**src/rtl/seg7_pkg.sv**
```systemverilog
// seg7_pkg: shared constants for the multiplexed 7-segment display driver.
//   - Active-low glyph constants SEG_0..SEG_F and SEG_BLANK,
//     bit order seg[6:0] = {middle, top-left, bottom-left, bottom,
//     bottom-right, top-right, top}.
//   - Maximum supported digit count and the digit-index width helper.
package seg7_pkg;

  localparam int unsigned MAX_DIGITS = 8;
  localparam int unsigned NIB_W      = 4;
  localparam int unsigned SEG_W      = 7;

  localparam logic [SEG_W-1:0] SEG_0     = 7'b1000000;
  localparam logic [SEG_W-1:0] SEG_1     = 7'b1111001;
  localparam logic [SEG_W-1:0] SEG_2     = 7'b0100100;
  localparam logic [SEG_W-1:0] SEG_3     = 7'b0110000;
  localparam logic [SEG_W-1:0] SEG_4     = 7'b0011001;
  localparam logic [SEG_W-1:0] SEG_5     = 7'b0010010;
  localparam logic [SEG_W-1:0] SEG_6     = 7'b0000010;
  localparam logic [SEG_W-1:0] SEG_7     = 7'b1111000;
  localparam logic [SEG_W-1:0] SEG_8     = 7'b0000000;
  localparam logic [SEG_W-1:0] SEG_9     = 7'b0010000;
  localparam logic [SEG_W-1:0] SEG_A     = 7'b0001000;
  localparam logic [SEG_W-1:0] SEG_B     = 7'b0000011;
  localparam logic [SEG_W-1:0] SEG_C     = 7'b1000110;
  localparam logic [SEG_W-1:0] SEG_D     = 7'b0100001;
  localparam logic [SEG_W-1:0] SEG_E     = 7'b0000110;
  localparam logic [SEG_W-1:0] SEG_F     = 7'b0001110;
  localparam logic [SEG_W-1:0] SEG_BLANK = 7'b1111111;

  // Width of the digit index; a single-digit display still needs one bit.
  function automatic int unsigned idx_width(input int unsigned n_digits);
    return (n_digits > 1) ? $clog2(n_digits) : 1;
  endfunction

  // True when the digit count is within the supported range.
  function automatic bit digits_ok(input int unsigned n_digits);
    return (n_digits >= 1) && (n_digits <= MAX_DIGITS);
  endfunction

endpackage

```
**src/rtl/seg7_hex_encoder.sv**
```systemverilog
// seg7_hex_encoder: combinational nibble-to-glyph decoder (active low).
//   nibble   in  4  value to render
//   hex_mode in  1  1: A-F render as letters, 0: values above 9 render blank
//   glyph_c  out 7  active-low segment pattern (combinational)
module seg7_hex_encoder
  import seg7_pkg::*;
(
  input  logic [NIB_W-1:0] nibble,
  input  logic             hex_mode,
  output logic [SEG_W-1:0] glyph_c
);

  // Glyph lookup; letters are gated off in decimal mode.
  always_comb begin
    glyph_c = SEG_BLANK;
    case (nibble)
      4'h0: glyph_c = SEG_0;
      4'h1: glyph_c = SEG_1;
      4'h2: glyph_c = SEG_2;
      4'h3: glyph_c = SEG_3;
      4'h4: glyph_c = SEG_4;
      4'h5: glyph_c = SEG_5;
      4'h6: glyph_c = SEG_6;
      4'h7: glyph_c = SEG_7;
      4'h8: glyph_c = SEG_8;
      4'h9: glyph_c = SEG_9;
      4'hA: glyph_c = hex_mode ? SEG_A : SEG_BLANK;
      4'hB: glyph_c = hex_mode ? SEG_B : SEG_BLANK;
      4'hC: glyph_c = hex_mode ? SEG_C : SEG_BLANK;
      4'hD: glyph_c = hex_mode ? SEG_D : SEG_BLANK;
      4'hE: glyph_c = hex_mode ? SEG_E : SEG_BLANK;
      4'hF: glyph_c = hex_mode ? SEG_F : SEG_BLANK;
      default: glyph_c = SEG_BLANK;
    endcase
  end

endmodule

```
**src/rtl/seg7_scan_driver.sv**
```systemverilog
// seg7_scan_driver: time-multiplexed N-digit common-anode 7-segment driver.
//   clk      in  1           system clock
//   rst_n    in  1           synchronous active-low reset
//   value    in  4*N_DIGITS  packed nibbles, digit 0 least significant
//   load     in  1           capture value and dp_in into the shadow registers
//   hex_mode in  1           1: render A-F, 0: values above 9 render blank
//   lz_blank in  1           1: suppress leading zeros
//   dp_in    in  N_DIGITS    decimal point request per digit, active high
//   seg      out 7           segment drive, active low
//   dp       out 1           decimal point drive, active low
//   an       out N_DIGITS    digit enable, active low, one-cold
//   bcd_err  out 1           decimal mode with a shadow nibble above 9
module seg7_scan_driver
  import seg7_pkg::*;
#(
  parameter int unsigned N_DIGITS = 4,
  parameter int unsigned CLK_DIV  = 50000
) (
  input  logic                      clk,
  input  logic                      rst_n,
  input  logic [NIB_W*N_DIGITS-1:0] value,
  input  logic                      load,
  input  logic                      hex_mode,
  input  logic                      lz_blank,
  input  logic [N_DIGITS-1:0]       dp_in,
  output logic [SEG_W-1:0]          seg,
  output logic                      dp,
  output logic [N_DIGITS-1:0]       an,
  output logic                      bcd_err
);

  localparam int unsigned VAL_W = NIB_W * N_DIGITS;
  localparam int unsigned PS_W  = $clog2(CLK_DIV);
  localparam int unsigned IDX_W = idx_width(N_DIGITS);

  if (!digits_ok(N_DIGITS)) begin : g_bad_digits
    $error("seg7_scan_driver: N_DIGITS out of range");
  end
  if (CLK_DIV < 2) begin : g_bad_div
    $error("seg7_scan_driver: CLK_DIV must be at least 2");
  end

  logic [PS_W-1:0]     ps_cnt;
  logic                tick_c;
  logic [IDX_W-1:0]    idx;
  logic [VAL_W-1:0]    val_q;
  logic [N_DIGITS-1:0] dp_q;

  logic [NIB_W-1:0]    nib_c [N_DIGITS];
  logic [N_DIGITS-1:0] lz_mask_c;
  logic                any_gt9_c;
  logic [NIB_W-1:0]    sel_nib_c;
  logic [SEG_W-1:0]    glyph_c;

  // Prescaler: one-cycle tick on terminal count.
  assign tick_c = (ps_cnt == PS_W'(CLK_DIV - 1));

  always_ff @(posedge clk) begin
    if (!rst_n) begin
      ps_cnt <= '0;
    end else if (tick_c) begin
      ps_cnt <= '0;
    end else begin
      ps_cnt <= ps_cnt + PS_W'(1);
    end
  end

  // Digit index advances on tick and wraps after the last digit.
  always_ff @(posedge clk) begin
    if (!rst_n) begin
      idx <= '0;
    end else if (tick_c) begin
      if (idx == IDX_W'(N_DIGITS - 1)) begin
        idx <= '0;
      end else begin
        idx <= idx + IDX_W'(1);
      end
    end
  end

  // Shadow registers: the display only ever reads these.
  always_ff @(posedge clk) begin
    if (!rst_n) begin
      val_q <= '0;
      dp_q  <= '0;
    end else if (load) begin
      val_q <= value;
      dp_q  <= dp_in;
    end
  end

  // Unpack shadow value into per-digit nibbles.
  always_comb begin
    for (int i = 0; i < int'(N_DIGITS); i++) begin
      nib_c[i] = val_q[NIB_W*i +: NIB_W];
    end
  end

  // Leading-zero mask: digit i>0 blanks when it and every digit above it is
  // zero. A nibble above 9 is non-zero, so a decimal-blanked digit still
  // stops the zero run.
  always_comb begin
    logic upper_zero;
    lz_mask_c  = '0;
    upper_zero = 1'b1;
    for (int i = int'(N_DIGITS) - 1; i >= 0; i--) begin
      upper_zero = upper_zero & (nib_c[i] == 4'd0);
      if (i > 0) begin
        lz_mask_c[i] = lz_blank & upper_zero;
      end
    end
  end

  // Any shadow nibble outside the decimal range.
  always_comb begin
    any_gt9_c = 1'b0;
    for (int i = 0; i < int'(N_DIGITS); i++) begin
      if (nib_c[i] > 4'd9) begin
        any_gt9_c = 1'b1;
      end
    end
  end

  assign sel_nib_c = nib_c[idx];

  seg7_hex_encoder u_enc (
    .nibble   (sel_nib_c),
    .hex_mode (hex_mode),
    .glyph_c  (glyph_c)
  );

  // Output registers: glyph, decimal point and anode move together.
  always_ff @(posedge clk) begin
    if (!rst_n) begin
      seg     <= SEG_BLANK;
      dp      <= 1'b1;
      an      <= '1;
      bcd_err <= 1'b0;
    end else begin
      seg     <= lz_mask_c[idx] ? SEG_BLANK : glyph_c;
      dp      <= ~dp_q[idx];
      an      <= ~(N_DIGITS'(1) << idx);
      bcd_err <= ~hex_mode & any_gt9_c;
    end
  end

endmodule

```
**config.mk**
```make
export PLATFORM = sky130hd
export DESIGN_NAME = seg7_scan_driver
export DESIGN_NICKNAME = d
export VERILOG_FILES = /design/src/rtl/seg7_pkg.sv /design/src/rtl/seg7_hex_encoder.sv /design/src/rtl/seg7_scan_driver.sv
export SDC_FILE = /design/constraint.sdc
export NUM_CORES = 1
export LEC_CHECK = 0
export ABC_AREA = 0
export BUFFER_PORTS_ARGS = -buffer_cell sky130_fd_sc_hd__buf_2
export CORE_ASPECT_RATIO = 0.75
export CORE_MARGIN = 1.5
export CORE_UTILIZATION = 50
export DETAILED_ROUTE_END_ITERATION = 7
export PLACE_DENSITY = 0.69
export SETUP_SLACK_MARGIN = 0.5
export SYNTH_ARGS = -nofsm -noshare
export SYNTH_HDL_FRONTEND = slang
export SYNTH_SLANG_ARGS = --single-unit
```
**constraint.sdc**
```tcl
create_clock -name clk -period 5.1 [get_ports clk]
set_clock_uncertainty 0.2 [all_clocks]
set_input_delay 0.51 -clock clk [delete_from_list [all_inputs] [get_ports clk]]
set_output_delay 0.51 -clock clk [all_outputs]
set_load 0.01 [all_outputs]
```
-- After elaboration in Yosys (flattened, before gate mapping)
Cells that the tools add are included.
- register bits after elaboration: 51
- output and inout port bits: 13
- $add $sub $neg: 2
- $lt $le $gt $ge: 6
- equality and inequality tests: 17
- shift-type cells: 1
- muxes and demuxes: 19
- bitwise gates (word level): 11
- reduce and logical (&&, ||, !) cells: 6
- operators with widths (kind ; count):
    one-hot mux 7 bit (16 select lines) ; 1
    2-to-1 mux 7 bit ; 5
    == test 4 bit (second input constant) ; 8
    adder 16 x 1 -> 16 bit (second input constant) ; 1
    == test 16 bit (second input constant) ; 1
    == test 4 x 3 -> 1 bit (second input constant) ; 4
    greater-than comparator 4 bit (second input constant) ; 4
    logical NOT 4 bit ; 4
    binary-select mux 4 bit (select 2 bit) ; 1
    == test 4 x 2 -> 1 bit (second input constant) ; 2
    2-to-1 mux 4 bit ; 2
    AND 1 bit ; 6
    2-to-1 mux 1 bit ; 6
    2-to-1 mux 6 bit ; 1
    binary-select mux 1 bit (select 2 bit) ; 2
    == test 4 x 1 -> 1 bit (second input constant) ; 1
    NOT 4 bit ; 1
    OR reduction 2 bit ; 2
    << shifter 1 x 2 -> 4 bit (first input constant) ; 1
    greater-or-equal comparator 3 bit (second input constant) ; 1
    less-than comparator 2 x 3 -> 1 bit (second input constant) ; 1
    NOT 1 bit ; 3
    NOT 2 -> 3 bit ; 1
    adder 2 x 1 -> 2 bit (second input constant) ; 1
    2 further kinds ; 2

-- Longest topological paths before layout
Gate-level depths: netlist of run 1.
- depth after elaboration: 7
- depth in mapped cells: 7

-- Hierarchy
A second synthesis of run 1 with hierarchy kept.
- cells, all modules: 247
- area, all modules: 2411.1 sq um
- by module, submodules not included (module ; instances ; cells an instance ; area an instance (sq um) ; sequential area each (sq um)):
    seg7_scan_driver ; 1 ; 203 ; 2110.8 ; 1021.0
    seg7_hex_encoder ; 1 ; 44 ; 300.3 ; 0.0

-- Worst setup path after synthesis of run 1
OpenSTA, ideal clock, no wires.
- path type: register to register
- start: register idx[0]
- end: register seg[6]
- setup time: 0.140 ns
- arrival: 1.635 ns
- required time: 4.760 ns
- slack: 3.125 ns
- stages on the path, launching flop included: 7
- path buffers: 2
- path through: dfxtp_1 > buf_6 > mux4_2 > buf_6 > and2_4 > a211oi_1 > o21ai_1
- word-level cells in the longest chain between the ends: 6
- RTL lines (item ; line ; text):
    start, declared ; seg7_scan_driver.sv:45 ; logic [IDX_W-1:0] idx;
    start signal, assigned ; seg7_scan_driver.sv:76 ; idx <= idx + IDX_W'(1);
    NOT 2 -> 3 bit (not written as such) ; seg7_scan_driver.sv:124 ; assign sel_nib_c = nib_c[idx];
    binary-select mux 4 bit (select 2 bit) ; seg7_scan_driver.sv:124 ;
    2-to-1 mux 4 bit (not written as such) (2 in a row) ; seg7_scan_driver.sv:124 ;
    == test 4 bit, or another cell as far along ; seg7_hex_encoder.sv:16 ; case (nibble)
    one-hot mux 7 bit (16 select lines) ; seg7_hex_encoder.sv:16 ;
    end signal, assigned ; seg7_scan_driver.sv:140 ; seg <= lz_mask_c[idx] ? SEG_BLANK : glyph_c;
    end, declared ; seg7_scan_driver.sv:26 ; output logic [SEG_W-1:0] seg,
Several ways; a longest one is shown, not always the timed one. The select of a mux whose other input is x is not followed.
A chain may end at the register's enable or synchronous reset.

-- Final worst setup path of run 1
Same ends and word-level chain as after synthesis.

==> qor.csv, run 1 <==
metric,value,unit
post-CTS sizing,0,
Critical Path End Type,flop,
Post-Syn Area,0.00227,sq mm
DRT iter0 DRCs,98,
Final Util,57.5,%
pwr/cell area,291,mW/mm^2
IO buf count,37,
max-cap violations,0,
asr flop ratio synth,0,%
placed insts,321,
crit-path max FO,11,
layout cells sized above 1,21.0,%
final setup fails,0,
critical path class,flop to flop,
Post-CTS Setup Repair Bufs,0,
DPL Wire Length,2980,um
clock sinks,51,
htree depth,2,
die area,0.00496,sq mm
met1 track demand over resource,28.0,%
n_diodes,0,
status,finished clean,
final antenna-violating net count,0,
"Hold Vio Cnt, Final",0,
TNS Setup,0,ns
initial core utilization,51.4,%
# nets final,301,
first-pass GRT wire length,6950,um
CTS Buf Count,5,
core box area,0.00441,sq mm
Final Cycle Share,47.0,%
worst min path class,input pin to flop,
"worst slack, placed",2.70,ns
Layout area overhead,11.8,%
max-slew violations,0,
clock slew at reported path FFs,0.09,ns
relative slew slack,50.6,%
Final Wtd Congestion,0.797,
die height,61.4,um
"most common cell after layout, fill and taps aside",dfxtp_1,
die width,80.8,um
RSZ-0062 raised after global routing,false,
Detailed Routing Iterations Pass 1,4,
Syn Area/Cell,9.50,sq um
later-pin clock latency in the skew report,0.31,ns
"EDFF count, synth",0,
all-layer global routing usage,18.6,%
final WL,4130,um
DRC,0,
DR WL/cell,12.5,um
most frequent cells in the layout,"dfxtp_1 (51), nor2_1 (44), buf_2 (37)",
gr busiest metal,met1,
M2 GR Usage,25.5,%
sequential cell area fraction in the yosys report,45.0,%
CP arrival,2.37,ns
row count,21,
number of global-route vias before repair,1475,
total congestion overflow,0,
largest net degree at the start of global routing,25,
"Data required, critical path",5.07,ns
Slew @ Worst Pin,0.740,ns
min cycle time layout,2.40,ns
static leakage,1.06,nW
Peak VDD IR,0.000185,V
Ports,38,
CP Launch Type,flop,
Synth Warn #,0,
drt via density,5.23,
Synth Flop Type,dfxtp_1,
CTS tree,yes,
# hold bufs at CTS,0,
Fill cells,406,
fin cells,329,
final worst setup slack,2.70,ns
clock tree root driver cell,clkbuf_8,
number of synthesized register bits,51,
FMAX,417,MHz
Synth Instances,239,
M3 GR Usage,5.04,%
Vias,1720,
Synthesized Nets,269,
Max clock buf depth,2,
initial antenna violation count,0,
Cell variety after synth,43,
-- power breakdown --
group / switching (mW) / internal (mW)
clock: 0.135 / 0.0956
combinational: 0.0433 / 0.0366
sequential: 0.0112 / 0.416
total: 0.190 / 0.548
-- synthesized netlist by cell type (2+ instances only) --
| library cell | n | area (sq um) |
|---|---|---|
| mux2i_1 | 21 | 210 |
| o21ai_0 | 5 | 25.0 |
| and4_1 | 3 | 26.3 |
| dfxtp_1 | 51 | 1020 |
| a211oi_1 | 3 | 22.5 |
| inv_1 | 6 | 22.5 |
| clkbuf_1 | 4 | 15.0 |
| buf_6 | 4 | 45.0 |
| nor3_1 | 5 | 25.0 |
| nor2_1 | 44 | 165 |
| nand2_1 | 17 | 63.8 |
| nor4_1 | 4 | 25.0 |
| nand2b_1 | 2 | 12.5 |
| nand4_1 | 2 | 12.5 |
| nand3_1 | 8 | 40.0 |
| xor2_1 | 6 | 52.6 |
| xnor2_1 | 9 | 78.8 |
| o21ai_1 | 3 | 15.0 |
| buf_1 | 2 | 7.51 |
| a21oi_1 | 6 | 30.0 |
| ha_1 | 5 | 62.6 |
| o211ai_1 | 2 | 15.0 |
| buf_2 | 2 | 10.0 |
| mux4_2 | 5 | 113 |
| and3_1 | 2 | 12.5 |
-- cell type report --
cell class	count	area, sq um	area share [%]
inverters	7	26.3	1.04
clock buffers	5	68.8	2.71
repair buffers	37	185	7.30
multi-input cells	169	1140	45.1
flip-flops and latches	51	1020	40.2
well taps	57	71.3	2.81
clock inverters	3	20.0	0.789
-- flip-flops by register name (all words and copies together) (netlist names) --
signal,flops
val_q,16
an,4
bcd_err,1
idx,2
dp_q,4
dp,1
seg,7
ps_cnt,16
-- layer usage --
layer	vias up	part of all wire (%)	routed length, um
met5	-	0	0
met2	51	39	1620
met3	4	7.5	310
met1	783	52	2160
met4	0	0.90	37
li1	882	-	-
-- metrics by stage --
stage / area [sq um] / hold slack (ns) / power, mW
floorplan: 2270 / 0.226 / 0.493
global placement: 2450 / 0.248 / 0.515
detailed placement: 2450 / 0.250 / 0.516
CTS: 2540 / 0.230 / 0.745
global route: 2540 / 0.237 / 0.774
finish: 2540 / 0.234 / 0.738
-- path summary, 6_finish.rpt --
path | slack (ns) | cells after the start | from | endpoint
worst min-delay path | 0.23 | 3 | value[7] | val_q[7]$_SDFFE_PN0P_
worst max-delay path | 2.70 | 5 | idx[0]$_SDFFE_PN0P_ | seg[6]$_SDFF_PP1_
worst min register to register | 0.27 | 1 | ps_cnt[0]$_SDFF_PP0_ | ps_cnt[0]$_SDFF_PP0_
worst max register to register | 2.70 | 5 | idx[0]$_SDFFE_PN0P_ | seg[6]$_SDFF_PP1_
-- cell families after synthesis --
kind of cell,after synthesis,share of synthesized area (%)
fa+ha+maj,5,2.76
xor+xnor,15,5.79
buf+inv,19,4.58
simple gates,97,20.5
mux,26,14.2
compound gates,26,7.17
flops,51,45.0
-- worst max-delay path, cell delays in order, from the launching register on --
cell and delay [ns]:
dfxtp_1 0.64, mux4_2 0.73, nor2_2 0.30, nor2_1 0.09, a211oi_1 0.22, o21ai_1 0.07
(Power assumes the default switching activity.)
==> inputs of run 2 (changes only) <==
Settings changed: ABC_AREA 0 to 1, PLACE_DENSITY 0.69 to 0.71.
Clock period 5.1 ns to 2.1 ns, I/O delays scaled along.
==> qor.csv, run 2 <==
metric,value,unit
most frequent cells in the layout,"nand2_1 (56), dfxtp_1 (42), inv_1 (37), buf_2 (37), nor2_1 (31)",
M2 GR Usage,37.1,%
most common cell in the netlist,nand2_1,
worst path cell trace,buf_8 -> nand2_2 -> nand2_1 -> nand2_1 -> nand2_4 -> nand2_2 -> nand2_1 -> nand3_1 -> nor2_1 -> nand3_1,
post-synthesis mux area share,0,%
CP max-delay cell,dfxtp_4,
critical path class,flop to flop,
main combinational cell family by area after synthesis,simple AND/OR/NAND/NOR gates,
Max clock buf depth,2,
gr busiest metal,met2,
n_diodes,0,
Final Wtd Congestion,0.955,
Synth Flop Type,dfxtp_1,
initial core utilization,53.2,%
later-pin clock latency in the skew report,0.32,ns
failing checks,negative hold slack,
top flop regs,"ps_cnt: 16 flops, val_q: 16 flops, seg: 7 flops",
most instantiated cells after synthesis,"nand2_1 (70), dfxtp_1 (51), inv_1 (38), nor2_1 (38), o21ai_0 (29)",
Sw Ratio,28.9,%
Synth top area share,38.5,%
# nets final,462,
Peak VDD IR,0.000459,V
row count,22,
FF-to-FF End,seg[4]$_SDFF_PP1_,
clock sinks,51,
worst min path class,input pin to flop,
Post-Syn Area,0.00265,sq mm
post-synthesis compound-gate area fraction,11.7,%
Seq pwr share,53.7,%
die height,66.0,um
final antenna-violating net count,0,
Synth Area in Adders,2.36,%
DRC,0,
die area,0.00575,sq mm
Synth Warn #,0,
all-layer global routing usage,23.2,%
"EDFF count, synth",0,
min cycle time layout,1.74,ns
first-pass GRT wire length,10400,um
clock slew at reported path FFs,0.09,ns
CTS Buf Count,5,
drt via density,5.16,
FMAX,576,MHz
asr flop ratio synth,0,%
Synth Instances,362,
buffer and inverter count on the worst path,1,
Synthesized Nets,392,
M3 GR Usage,4.99,%
Detailed Routing Iterations Pass 1,6,
final WL,7090,um
status,"finished, violations left",
"area leader, netlist",dfxtp_1,
clock tree root driver cell,clkbuf_8,
Cell variety after synth,32,
max-cap violations,0,
Hold Slack,-0.0000439,ns
Slew @ Worst Pin,0.611,ns
Ports,38,
CTS tree,yes,
pwr/cell area,534,mW/mm^2
CP arrival,1.74,ns
synth top area cells,"dfxtp_1 (39%), nand2_1 (9.9%), o21ai_0 (5.5%)",
Synth Area in Simple Gates,36.8,%
total congestion overflow,0,
"most common cell after layout, fill and taps aside",nand2_1,
Final Cycle Share,82.7,%
worst-case reg-to-reg path depth,10,
Comb pwr share,16.4,%
Layout area overhead,37.1,%
switching power,0.560,mW
hold path startpoint,dp_in[2],
DPL Wire Length,4220,um
largest net degree at the start of global routing,27,
Syn Area/Cell,7.32,sq um
htree depth,2,
Critical Path End Type,flop,
hold path cells,3,
met1 track demand over resource,32.0,%
RR Startpoint,idx[0]$_SDFFE_PN0P_,
max-slew violations,0,
final setup fails,0,
Crit path top cell by count,nand2_1,
layout cells sized above 1,38.3,%
number of global-route vias before repair,2286,
die width,87.0,um
relative slew slack,59.3,%
"Hold Vio Cnt, Final",1,
initial antenna violation count,0,
IO buf count,37,
Final Util,72.9,%
"Data required, critical path",2.11,ns
Synth Area in XOR/XNOR,0.992,%
Hold Crit Endpoint,dp_q[2]$_SDFFE_PN0P_,
number of synthesized register bits,51,
Pint,1.38,mW
R2R setup slack,0.36,ns
Crit path max-delay family,simple AND/OR/NAND/NOR gates,
crit-path max FO,7,
CP max stage delay,0.42,ns
sequential cell area fraction in the yosys report,38.5,%
Vias,2605,
RSZ-0062 raised after global routing,true,
CP Launch Type,flop,
DRT iter0 DRCs,139,
TNS Setup,0,ns
clock power share,29.9,%
static leakage,1.52,nW
DR WL/cell,14.0,um
core box area,0.00498,sq mm
[run 2: changes by cell type in the layout (fill, tap and decap cells not counted), moves of 9 or more]
cell / previous run / this run
nand2_1: 17 / 56
inv_1: 6 / 37
mux2i_1: 21 / 0
nand2_2: 0 / 21
o21ai_0: 5 / 25
a21oi_1: 6 / 22
buf_4: 0 / 15
dlygate4sd3_1: 0 / 15
nand2_4: 1 / 14
nor2_1: 44 / 31
nand3_2: 0 / 10
dfxtp_1: 51 / 42
xnor2_1: 9 / 0
[run 2: cell type report]
class	instances	area, sq um
multi-input cells	256	1670
fillers	371	1350
flip-flops and latches	51	1040
repair buffers	73	562
inverters	45	189
well taps	72	90.1
clock buffers	5	68.8
clock inverters	3	20.0
[run 2: worst max-delay path by stage]
| stage | from | endpoint | slack, ns | depth (start not counted) |
|---|---|---|---|---|
| 2_1_floorplan | idx[1]$_SDFFE_PN0P_ | seg[2]$_SDFF_PP1_ | 0.52 | 11 |
| 3_3_place_gp | ps_cnt[0]$_SDFF_PP0_ | ps_cnt[12]$_SDFF_PP0_ | 0.34 | 8 |
| 3_5_place_dp | ps_cnt[0]$_SDFF_PP0_ | ps_cnt[14]$_SDFF_PP0_ | 0.28 | 6 |
| 4_1_cts | idx[0]$_SDFFE_PN0P_ | seg[2]$_SDFF_PP1_ | 0.47 | 11 |
| 5_1_grt | idx[0]$_SDFFE_PN0P_ | seg[4]$_SDFF_PP1_ | 0.32 | 10 |
| 6_report | idx[0]$_SDFFE_PN0P_ | seg[4]$_SDFF_PP1_ | 0.36 | 10 |
[run 2: worst reg2reg max path, cell delays in order, from the launching register on]
cell and delay, ns:
dfxtp_4 0.42, buf_8 0.15, nand2_2 0.08, nand2_1 0.08
nand2_1 0.12, nand2_4 0.14, nand2_2 0.08, nand2_1 0.09
nand3_1 0.10, nor2_1 0.11, nand3_1 0.07
[run 2: cells by family after synthesis]
group / Yosys count
fa+ha+maj: 5
simple gates: 187
xor+xnor: 3
compound gates: 60
buf+inv: 56
flops: 51
[run 2: power by group through the flow]
| stage | Sequential (mW) | Combinational, mW | Clock [mW] |
|---|---|---|---|
| after global placement | 1.06 | 0.242 | 0 |
| after detailed placement | 1.06 | 0.247 | 0 |
| final | 1.04 | 0.318 | 0.579 |
| after CTS | 1.04 | 0.282 | 0.579 |
| after global routing | 1.05 | 0.351 | 0.628 |
| after floorplan | 1.07 | 0.162 | 0 |
[run 2: per-layer routing]
| layer | vias to the layer above | share of wire (%) |
|---|---|---|
| met5 | - | 0 |
| li1 | 1311 | - |
| met4 | 0 | 1.0 |
| met1 | 1184 | 45 |
| met2 | 100 | 48 |
| met3 | 10 | 5.7 |
[run 2: metrics by stage]
step	setup slack, ns	std cells	total power, mW	instance area [sq um]
2_1_floorplan	0.517	362	1.23	2650
3_3_place_gp	0.344	467	1.30	2900
3_5_place_dp	0.283	467	1.31	2900
4_1_cts	0.467	498	1.90	3370
5_1_grt	0.318	505	2.03	3630
6_report	0.364	505	1.94	3630
[run 2: what timing repair did]
action	4_1_cts	5_1_grt
endpoints found under the hold margin	15	0
gates cloned	2	0
pin swaps	14	30
setup buffers	6	7
hold buffers	15	0
endpoints found under the setup margin	25	25
resized for setup	35	52
==> inputs of run 3 (changes only) <==
Settings changed: ABC_AREA 1 to 0, PLACE_DENSITY 0.71 to 0.69.
Clock period 2.1 ns to 1.6 ns, I/O delays scaled along.
==> qor.csv, run 3 (same netlist as run 1, synthesis figures left out) <==
metric,value,unit
status,"finished, violations left",
failing checks,"negative hold slack, negative setup slack",
min cycle time layout,1.94,ns
IO buf count,37,
static leakage,1.50,nW
CTS tree,yes,
Final Cycle Share,121,%
all-layer global routing usage,25.7,%
CP arrival,1.98,ns
clock tree root driver cell,clkbuf_8,
Crit. Startpoint,idx[0]$_SDFFE_PN0P_,
most frequent cells in the layout,"dfxtp_1 (36), buf_2 (34), buf_4 (32)",
max-cap violations,0,
htree depth,2,
Max clock buf depth,2,
RR Startpoint,idx[0]$_SDFFE_PN0P_,
placed insts,362,
design area,0.00356,sq mm
# nets final,375,
hold path startpoint,lz_blank,
Total Power,2.76,mW
initial core utilization,51.4,%
die width,80.8,um
Layout area overhead,57.0,%
layout cells sized above 1,46.8,%
Critical Path End Type,flop,
later-pin clock latency in the skew report,0.30,ns
CP Launch Type,flop,
die area,0.00496,sq mm
FMAX,517,MHz
Hold Slack,-0.00657,ns
final worst setup slack,-0.336,ns
number of global-route vias before repair,1946,
Vias,2124,
clock sinks,51,
die height,61.4,um
top flop regs,"ps_cnt: 16 flops, val_q: 16 flops, seg: 7 flops",
first-pass GRT wire length,9530,um
relative slew slack,65.1,%
Peak VDD IR,0.000553,V
final antenna-violating net count,0,
fin cells,403,
DR WL/cell,15.2,um
# hold bufs at CTS,23,
total congestion overflow,0,
largest net degree at the start of global routing,24,
core box area,0.00441,sq mm
final WL,6110,um
"Data required, critical path",1.65,ns
drt via density,5.27,
RSZ-0062 raised after global routing,true,
DPL Wire Length,3550,um
Fill cells,257,
"most common cell after layout, fill and taps aside",dfxtp_1,
max-slew violations,0,
Detailed Routing Iterations Pass 1,4,
"Hold Vio Cnt, Final",4,
DRT iter0 DRCs,163,
DRC,0,
initial antenna violation count,0,
Ports,38,
CTS Buf Count,5,
Slew @ Worst Pin,0.519,ns
final setup fails,24,
critical path class,flop to flop,
n_diodes,0,
row count,21,
clock slew at reported path FFs,0.09,ns
pwr/cell area,774,mW/mm^2
worst min path class,input pin to flop,
dpl cell area,0.00284,sq mm
crit-path max FO,6,
Final Wtd Congestion,0.896,
## run 3: cell types whose count changed in the layout (fill, tap and decap cells not counted), sizes merged, moves of 4 or more
cell         before  now
nand2            95   18
inv              45    7
buf              58   86
nand3            31    8
mux2i             0   21
o21ai            30    9
a21oi            26    6
dlygate4sd3      15   23
xnor2             1    9
mux4              0    6
or2               4    0
xor2              2    6
## run 3: layer usage
| metal | global-route usage [%] | part of all wire [%] | vias to the layer above |
|---|---|---|---|
| met1 | 36.7 | 46 | 1009 |
| met4 | 5.17 | 1.0 | 0 |
| met5 | 0 | 0 | - |
| li1 | - | - | 1035 |
| met2 | 40.8 | 47 | 70 |
| met3 | 5.33 | 6.0 | 10 |
## run 3: critical path, stage by stage, from the launching register on
cell and delay (ns):
dfxtp_4 0.40, mux4_2 0.62, buf_6 0.18, a21oi_2 0.12, nor2_1 0.05, a221o_1 0.25
nand2_1 0.06
## run 3: layout make-up
cell class / count / area, sq um / area share, %
multi-input combinational: 171 / 1400 / 39.3
sequential: 51 / 1040 / 29.3
timing repair buffer: 109 / 896 / 25.1
clock buffer: 6 / 82.6 / 2.32
tap: 57 / 71.3 / 2.00
clock inverter: 2 / 35.0 / 0.983
inverter: 7 / 33.8 / 0.948
## run 3: timing repair
action,CTS,global route
buffers inserted,5,3
pin swaps,9,11
setup endpoints to repair,36,44
hold endpoints to repair,26,4
gates cloned,2,0
resized for setup,42,34
## run 3: per-stage QoR
stage | utilization (%) | hold slack (ns) | setup slack (ns) | TNS [ns]
2_1_floorplan | - | 0.0377 | -0.295 | -2.46
5_1_grt | 80.7 | -0.00984 | -0.410 | -5.87
6_report | 80.7 | -0.00657 | -0.336 | -3.68
3_5_place_dp | 64.3 | 0.202 | -0.373 | -4.30
3_3_place_gp | 64.3 | 0.190 | -0.330 | -3.42
4_1_cts | 76.9 | 0.0120 | -0.314 | -3.54
## run 3: power by group
part	total [mW]	internal (mW)	switching, mW
clock	0.923	0.506	0.417
combinational	0.470	0.257	0.213
sequential	1.36	1.33	0.0366
total	2.76	2.09	0.666
## run 3: worst paths after layout
kind	endpoint	slack (ns)	cells past startpoint
max	seg[0]$_SDFF_PP1_	-0.34	6
min	seg[0]$_SDFF_PP1_	-0.007	3
max reg2reg	seg[0]$_SDFF_PP1_	-0.34	6
min reg2reg	dp_q[0]$_SDFFE_PN0P_	0.30	2
